<file path="config.mk">
export PLATFORM = sky130hd
export DESIGN_NAME = fifo_rd_ctrl
export DESIGN_NICKNAME = d
export VERILOG_FILES = /design/src/rtl/fifo_rd_ctrl_pkg.sv /design/src/rtl/fifo_rd_ctrl_sync_2ff.sv /design/src/rtl/fifo_rd_ctrl.sv
export SDC_FILE = /design/constraint.sdc
export NUM_CORES = 1
export LEC_CHECK = 0
export BUFFER_PORTS_ARGS = -buffer_cell sky130_fd_sc_hd__buf_4
export CORE_MARGIN = 1
export CORE_UTILIZATION = 53
export CTS_CLUSTER_DIAMETER = 200
export DETAILED_ROUTE_END_ITERATION = 8
export GPL_TIMING_DRIVEN = 0
export PLACE_DENSITY_LB_ADDON = 0.25
export SYNTH_ARGS = -nofsm -noshare
export SYNTH_HDL_FRONTEND = slang
export SYNTH_SLANG_ARGS = --single-unit
</file>
<file path="constraint.sdc">
create_clock -name rclk -period 5.3 [get_ports rclk]
set_clock_uncertainty 0.05 [all_clocks]
set_input_delay 0.53 -clock rclk [delete_from_list [all_inputs] [get_ports rclk]]
set_output_delay 0.53 -clock rclk [all_outputs]
set_load 0.05 [all_outputs]
</file>
<file path="src/rtl/fifo_rd_ctrl_pkg.sv">
// Shared async-FIFO helpers: Gray/binary pointer conversion and depth.
// Imported by both the read-side and write-side pointer blocks.
package fifo_rd_ctrl_pkg;

    localparam int PTR_MAX = 32;

    typedef logic [PTR_MAX-1:0] ptr_t;

    function automatic int fifo_depth(input int asize);
        return 1 << asize;
    endfunction

    function automatic ptr_t bin2gray(input ptr_t b);
        return (b >> 1) ^ b;
    endfunction

    function automatic ptr_t gray2bin(input ptr_t g);
        ptr_t b;
        b = g;
        for (int i = PTR_MAX - 2; i >= 0; i--)
            b[i] = b[i+1] ^ g[i];
        return b;
    endfunction

endpackage

</file>
<file path="src/rtl/fifo_rd_ctrl_sync_2ff.sv">
// Two-flop synchroniser for a Gray-coded pointer crossing into clk.
module sync_2ff #(
    parameter int W = 1
) (
    input  logic         clk,
    input  logic         rst,
    input  logic [W-1:0] d,
    output logic [W-1:0] q
);

    logic [W-1:0] q1;

    always_ff @(posedge clk or posedge rst) begin
        if (rst) begin
            q1 <= '0;
            q  <= '0;
        end else begin
            q1 <= d;
            q  <= q1;
        end
    end

endmodule

</file>
<file path="src/rtl/fifo_rd_ctrl.sv">
// Async FIFO read side: write-pointer sync, empty detect, level, FWFT output.
module fifo_rd_ctrl
    import fifo_rd_ctrl_pkg::*;
#(
    parameter int ASIZE    = 4,
    parameter int WSIZE    = 8,
    parameter int AE_LEVEL = 2
) (
    input  logic             rclk,
    input  logic             rrst,
    input  logic [ASIZE:0]   wptr_gray,
    input  logic [WSIZE-1:0] rdata_mem,
    output logic [ASIZE-1:0] raddr,
    output logic [ASIZE:0]   rptr_gray,
    output logic             rd_valid,
    input  logic             rd_ready,
    output logic [WSIZE-1:0] rd_data,
    output logic             rempty,
    output logic [ASIZE:0]   rlevel,
    output logic             ralmost_empty
);

    localparam int DEPTH = fifo_depth(ASIZE);
    localparam int PW    = ASIZE + 1;

    generate
        if (AE_LEVEL < 0 || AE_LEVEL >= DEPTH) begin : g_bad_ae
            $error("AE_LEVEL must lie in 0..DEPTH-1");
        end
    endgenerate

    logic [ASIZE:0] wq2;
    logic [ASIZE:0] rbin;
    logic [ASIZE:0] rbin_nxt;
    logic [ASIZE:0] wbin;
    logic           mem_empty;
    logic           load;

    sync_2ff #(
        .W (PW)
    ) u_wsync (
        .clk (rclk),
        .rst (rrst),
        .d   (wptr_gray),
        .q   (wq2)
    );

    assign mem_empty = (rptr_gray == wq2);
    assign load      = !mem_empty && (!rd_valid || rd_ready);
    assign rbin_nxt  = rbin + PW'(load);
    assign wbin      = PW'(gray2bin(PTR_MAX'(wq2)));

    assign raddr         = rbin[ASIZE-1:0];
    assign rempty        = !rd_valid;
    assign ralmost_empty = (rlevel <= PW'(AE_LEVEL));

    // Gray and level both follow the post-edge rbin so they never lag a load.
    always_ff @(posedge rclk or posedge rrst) begin
        if (rrst) begin
            rbin      <= '0;
            rptr_gray <= '0;
            rlevel    <= '0;
        end else begin
            rbin      <= rbin_nxt;
            rptr_gray <= PW'(bin2gray(PTR_MAX'(rbin_nxt)));
            rlevel    <= wbin - rbin_nxt;
        end
    end

    always_ff @(posedge rclk or posedge rrst) begin
        if (rrst) begin
            rd_valid <= 1'b0;
            rd_data  <= '0;
        end else if (load) begin
            rd_valid <= 1'b1;
            rd_data  <= rdata_mem;
        end else if (rd_ready) begin
            rd_valid <= 1'b0;
        end
    end

endmodule
</file>
### Word-level counts from Yosys, hierarchy flattened

Index checks and enable logic that the tools add are counted.

| operators by class | value |
|---|---|
| add/sub/neg operators | 2 |
| order comparisons | 1 |
| eq/ne operators | 1 |
| muxes and demuxes | 2 |
| bitwise gates (word level) | 5 |
| reductions and logical operators | 5 |

Operators by type and width:

| operator | count |
|---|---|
| $add 5x1->5 | 1 |
| $eq 5x5->1 | 1 |
| $le 5x2->1 const B | 1 |
| $sub 5x5->5 | 1 |
| $xor 4x5->5 | 1 |
| $xor 1x1->1 | 4 |
| $logic_not 1->1 | 2 |
| $mux 1 | 2 |
| $reduce_bool 2->1 | 1 |
| $logic_and 1x1->1 | 1 |
| $logic_or 1x1->1 | 1 |

| word-level totals | value |
|---|---|
| register bits | 34 |
| bits of input ports | 16 |
| logic and storage cells | 23 |

### Longest topological paths before layout

| depth | value |
|---|---|
| depth in word-level cells | 5 |
| gate-level depth with buffers | 11 |
| gate-level depth less buffers | 10 |

### By module

A second synthesis with hierarchy kept.

| second synthesis, totals | value |
|---|---|
| cells, all modules | 96 |
| area, all modules | 1357.6 um^2 |

Modules (own cells, without submodules):

| module | times used | cells an instance | area each (um^2) |
|---|---|---|---|
| fifo_rd_ctrl | 1 | 85 | 1103.6 |
| sync_2ff | 1 | 11 | 254.0 |

### Worst setup path before layout

No wires, ideal clock.

| path | value |
|---|---|
| path kind | register -> output |
| start | reg rlevel[1] |
| end | out ralmost_empty |
| arrival | 3.105 ns |
| slack | 1.615 ns |
| stages on the path, launching flop included | 2 |
| cells stage by stage | dfrtp_1 > a2111oi_0 |

| between the ends | value |
|---|---|
| longest elaborated chain between the ends | 1 |

RTL lines:

| what | line | text |
|---|---|---|
| start, declared | fifo_rd_ctrl.sv:19 | `output logic [ASIZE:0] rlevel,` |
| start signal, assigned | fifo_rd_ctrl.sv:66 | `rlevel <= wbin - rbin_nxt;` |
| $le 5x2->1 | fifo_rd_ctrl.sv:55 | `assign ralmost_empty = (rlevel <= PW'(AE_LEVEL));` |
| end, declared | fifo_rd_ctrl.sv:20 | `output logic ralmost_empty` |

Every way passes these cells.

### Final worst setup path

| path | value |
|---|---|
| start | reg u_wsync.q[1] |
| end | reg rlevel[4] |

| between the ends | value |
|---|---|
| longest elaborated chain between the ends | 5 |
| elaborated cells between the ends (all ways) | 7 |

RTL lines:

| what | line | text |
|---|---|---|
| start, declared | fifo_rd_ctrl_sync_2ff.sv:8 | `output logic [W-1:0] q` |
| start signal, assigned | fifo_rd_ctrl_sync_2ff.sv:19 | `q <= q1;` |
| $eq 5x5->1 | fifo_rd_ctrl.sv:48 | `assign mem_empty = (rptr_gray == wq2);` |
| $logic_not 1->1 | fifo_rd_ctrl.sv:49 | `assign load = !mem_empty && (!rd_valid \|\| rd_ready);` |
| $logic_and 1x1->1 | fifo_rd_ctrl.sv:49 |  |
| via load | fifo_rd_ctrl.sv:37 | `logic load;` |
| $add 5x1->5 | fifo_rd_ctrl.sv:50 | `assign rbin_nxt = rbin + PW'(load);` |
| via rbin_nxt[1] | fifo_rd_ctrl.sv:34 | `logic [ASIZE:0] rbin_nxt;` |
| $sub 5x5->5 | fifo_rd_ctrl.sv:66 |  |

The timed path passes the listed nets, and every way through them passes these cells.
A chain may end at the register's enable or synchronous reset.

==> out/qor.csv <==
metric;value;unit
status;finished clean;
route.detailed.drc;0;
die_y;52.50;um
fin_util;0.7767;
synth_edf_count;0;
synthCells;94;
stdcell_area;0.001784;mm^2
relSlewSlack;0.6530;
period_needed;3.245;ns
rsz0062_at_grt;no;
hold_path.class;in -> async;
final-seq-area;825.8;um^2
htreeDepth;2;
detail_route.wirelength;2387;um
cp_max_fo;9;
core;0.002297;mm^2
netlist_area;0.001351;mm^2
gp_congestion;0.8808;
wl_per_cell;13.96;um
cp.arrival;3.41;ns
stdcell_count;171;
io_pins;41;
syn_area_per_cell;14.38;um^2
numCtsBuffers;5;
synth_top_area_share;0.6111;
crit_path_frequent_cell;ha_1;
hpwl;1774;um
drt_iter0_drc;13;
synth_fp_nets;115;
power;1.266;mW
synth_common_cells;33 x dfrtp_1, 11 x xnor2_1, 9 x xor2_1, 8 x mux2_2, 7 x inv_1;
drtAntennaViolNets;0;
viasPerCell;5.187;
path_class;reg -> reg;
clk_latency;0.32;ns
ys.flop_type;dfrtp_1;
dp_cells;162;
fmax;308.2;MHz
post_cts.repair.setup_buffers;0;
area_delta_synth_final;32.04;%
hold_buffers;0;
port-buffer-count;40;
startpoint_type;register;
cts_sinks;33;
crit_required;5.46;ns
dieWidth;52.50;um
drv_cap;0;
ys_async_sr_fraction;1.000;
placed_area;0.001687;mm^2
gr-usage-all-layers;0.1983;
cts_buffer_depth;2;
cpMaxStageDelayCell;nor4_2;
num_vias;887;
cts_tree;yes;
synth_cell_types;23;
drv_slew;0;
end_kind;register;
grt_first_pass_wirelength;3684;um
grt_pass1_vias;881;
fillCellCount;143;
tightest_slew;0.5187;ns
antenna_found_initial;0;
peakVddDrop;0.0005231;V
critPathMaxStageDelay;0.48;ns
setup_viol;0;
ys_seq_area_frac;0.6111;
synth.most_common_cell;dfrtp_1;
overflow;0;
ys_top_cells_by_area;dfrtp_1 61%, xnor2_1 7.1%, mux2_2 6.7%;
finalSetupTns;0;ns
first_pass_iters;4;
synth_top_area_cell;dfrtp_1;
start_util;0.5882;
fin_crit_sh;0.6123;
cts.clk_slew.worst_paths;0.10;ns
rows;17;
diodes;0;
postCtsResizedCells;0;
place_ws;2.068;ns
nNetsFinal;163;
yosys_warnings;0;
worstPathCellList;xor2_1 > nor4_2 > a2bb2oi_4 > ha_1 > ha_1 > clkbuf_1 > xor2_1 > ha_1 > o31ai_1 > a31oi_1 > xnor2_1;
cts-root-buf;clkbuf_4;
fin_ws;2.055;ns
multiInputGateArea;495.5;um^2
grt_start_max_net_pins;34;
hold_viol;0;
r2r_cells;11;
layout-drive-gt1-share;0.4266;
p_leak;0.8509;nW
yosys_register_bits;33;
dieArea;0.002756;mm^2
whs;0.1241;ns
p_per_area;709.4;mW/mm^2
==> layer usage <==
| metal | up-vias | part of all wire | wire [um] | track usage |
|---|---|---|---|---|
| li1 | 413 | - | - | - |
| met1 | 420 | 0.38 | 915 | 0.2136 |
| met2 | 48 | 0.54 | 1284 | 0.3439 |
| met3 | 6 | 0.069 | 165 | 0.07826 |
| met4 | 0 | 0.0096 | 23 | 0.07895 |
| met5 | - | 0 | 0 | 0 |
==> cell type report <==
cell class | instances | area share
timing repair buffer | 41 | 0.1837
clock inverter | 1 | 0.002805
tap | 28 | 0.01964
clock buffer | 7 | 0.03647
buffer | 1 | 0.002104
inverter | 7 | 0.01473
multi-input combinational | 53 | 0.2777
sequential | 33 | 0.4628
==> report_power, final <==
part / internal, mW / switching (mW)
registers: 0.333 / 0.0498
clock network: 0.0769 / 0.0803
logic: 0.252 / 0.473
total: 0.663 / 0.603
==> logic make-up (layout without fill, tap and decap cells) <==
group	after synthesis	count (layout)	synth area share
buf+inv	8	57	0.02222
xor+xnor	21	21	0.1481
fa+ha+maj	6	6	0.05370
simple gates	8	8	0.03426
compound gates	10	10	0.06390
flops	33	33	0.6111
mux	8	8	0.06667
==> cell usage in the layout (no fill, tap or decap), types with 2 or more instances in the layout <==
cell       n
buf_4     40
dfrtp_1   33
xnor2_1   11
xor2_1     9
mux2_2     8
inv_1      7
ha_1       5
clkbuf_4   5
nor2_1     3
nand3_1    2
a21oi_1    2
clkbuf_8   2
==> path summary, 6_finish.rpt <==
check                      slack, ns           from       endpoint
max                             2.06   u_wsync.q[1]      rlevel[4]
min                             0.12           rrst     rd_data[4]
max reg2reg                     2.06   u_wsync.q[1]      rlevel[4]
min reg2reg                     0.30  u_wsync.q1[3]   u_wsync.q[3]
max in group asynchronous       4.64           rrst        rbin[0]
min in group rclk               0.26   wptr_gray[1]  u_wsync.q1[1]
==> state kept, by name, indices dropped and copies added (netlist names) <==
name        count
rd_valid        1
rbin            5
rlevel          5
rptr_gray       4
u_wsync.q1      5
rd_data         8
u_wsync.q       5
==> critical path, delay by kind of cell (launching register included) <==
family | cells | cell delay, ns
AOI/OAI and AO/OA | 3 | 0.56
xor gates and xnor gates | 3 | 0.47
adders and majority gates | 3 | 0.80
buffers and inverters | 1 | 0.33
DFF | 1 | 0.46
and+or+nand+nor | 1 | 0.48
No activity file was read; power rests on OpenSTA's default activity.
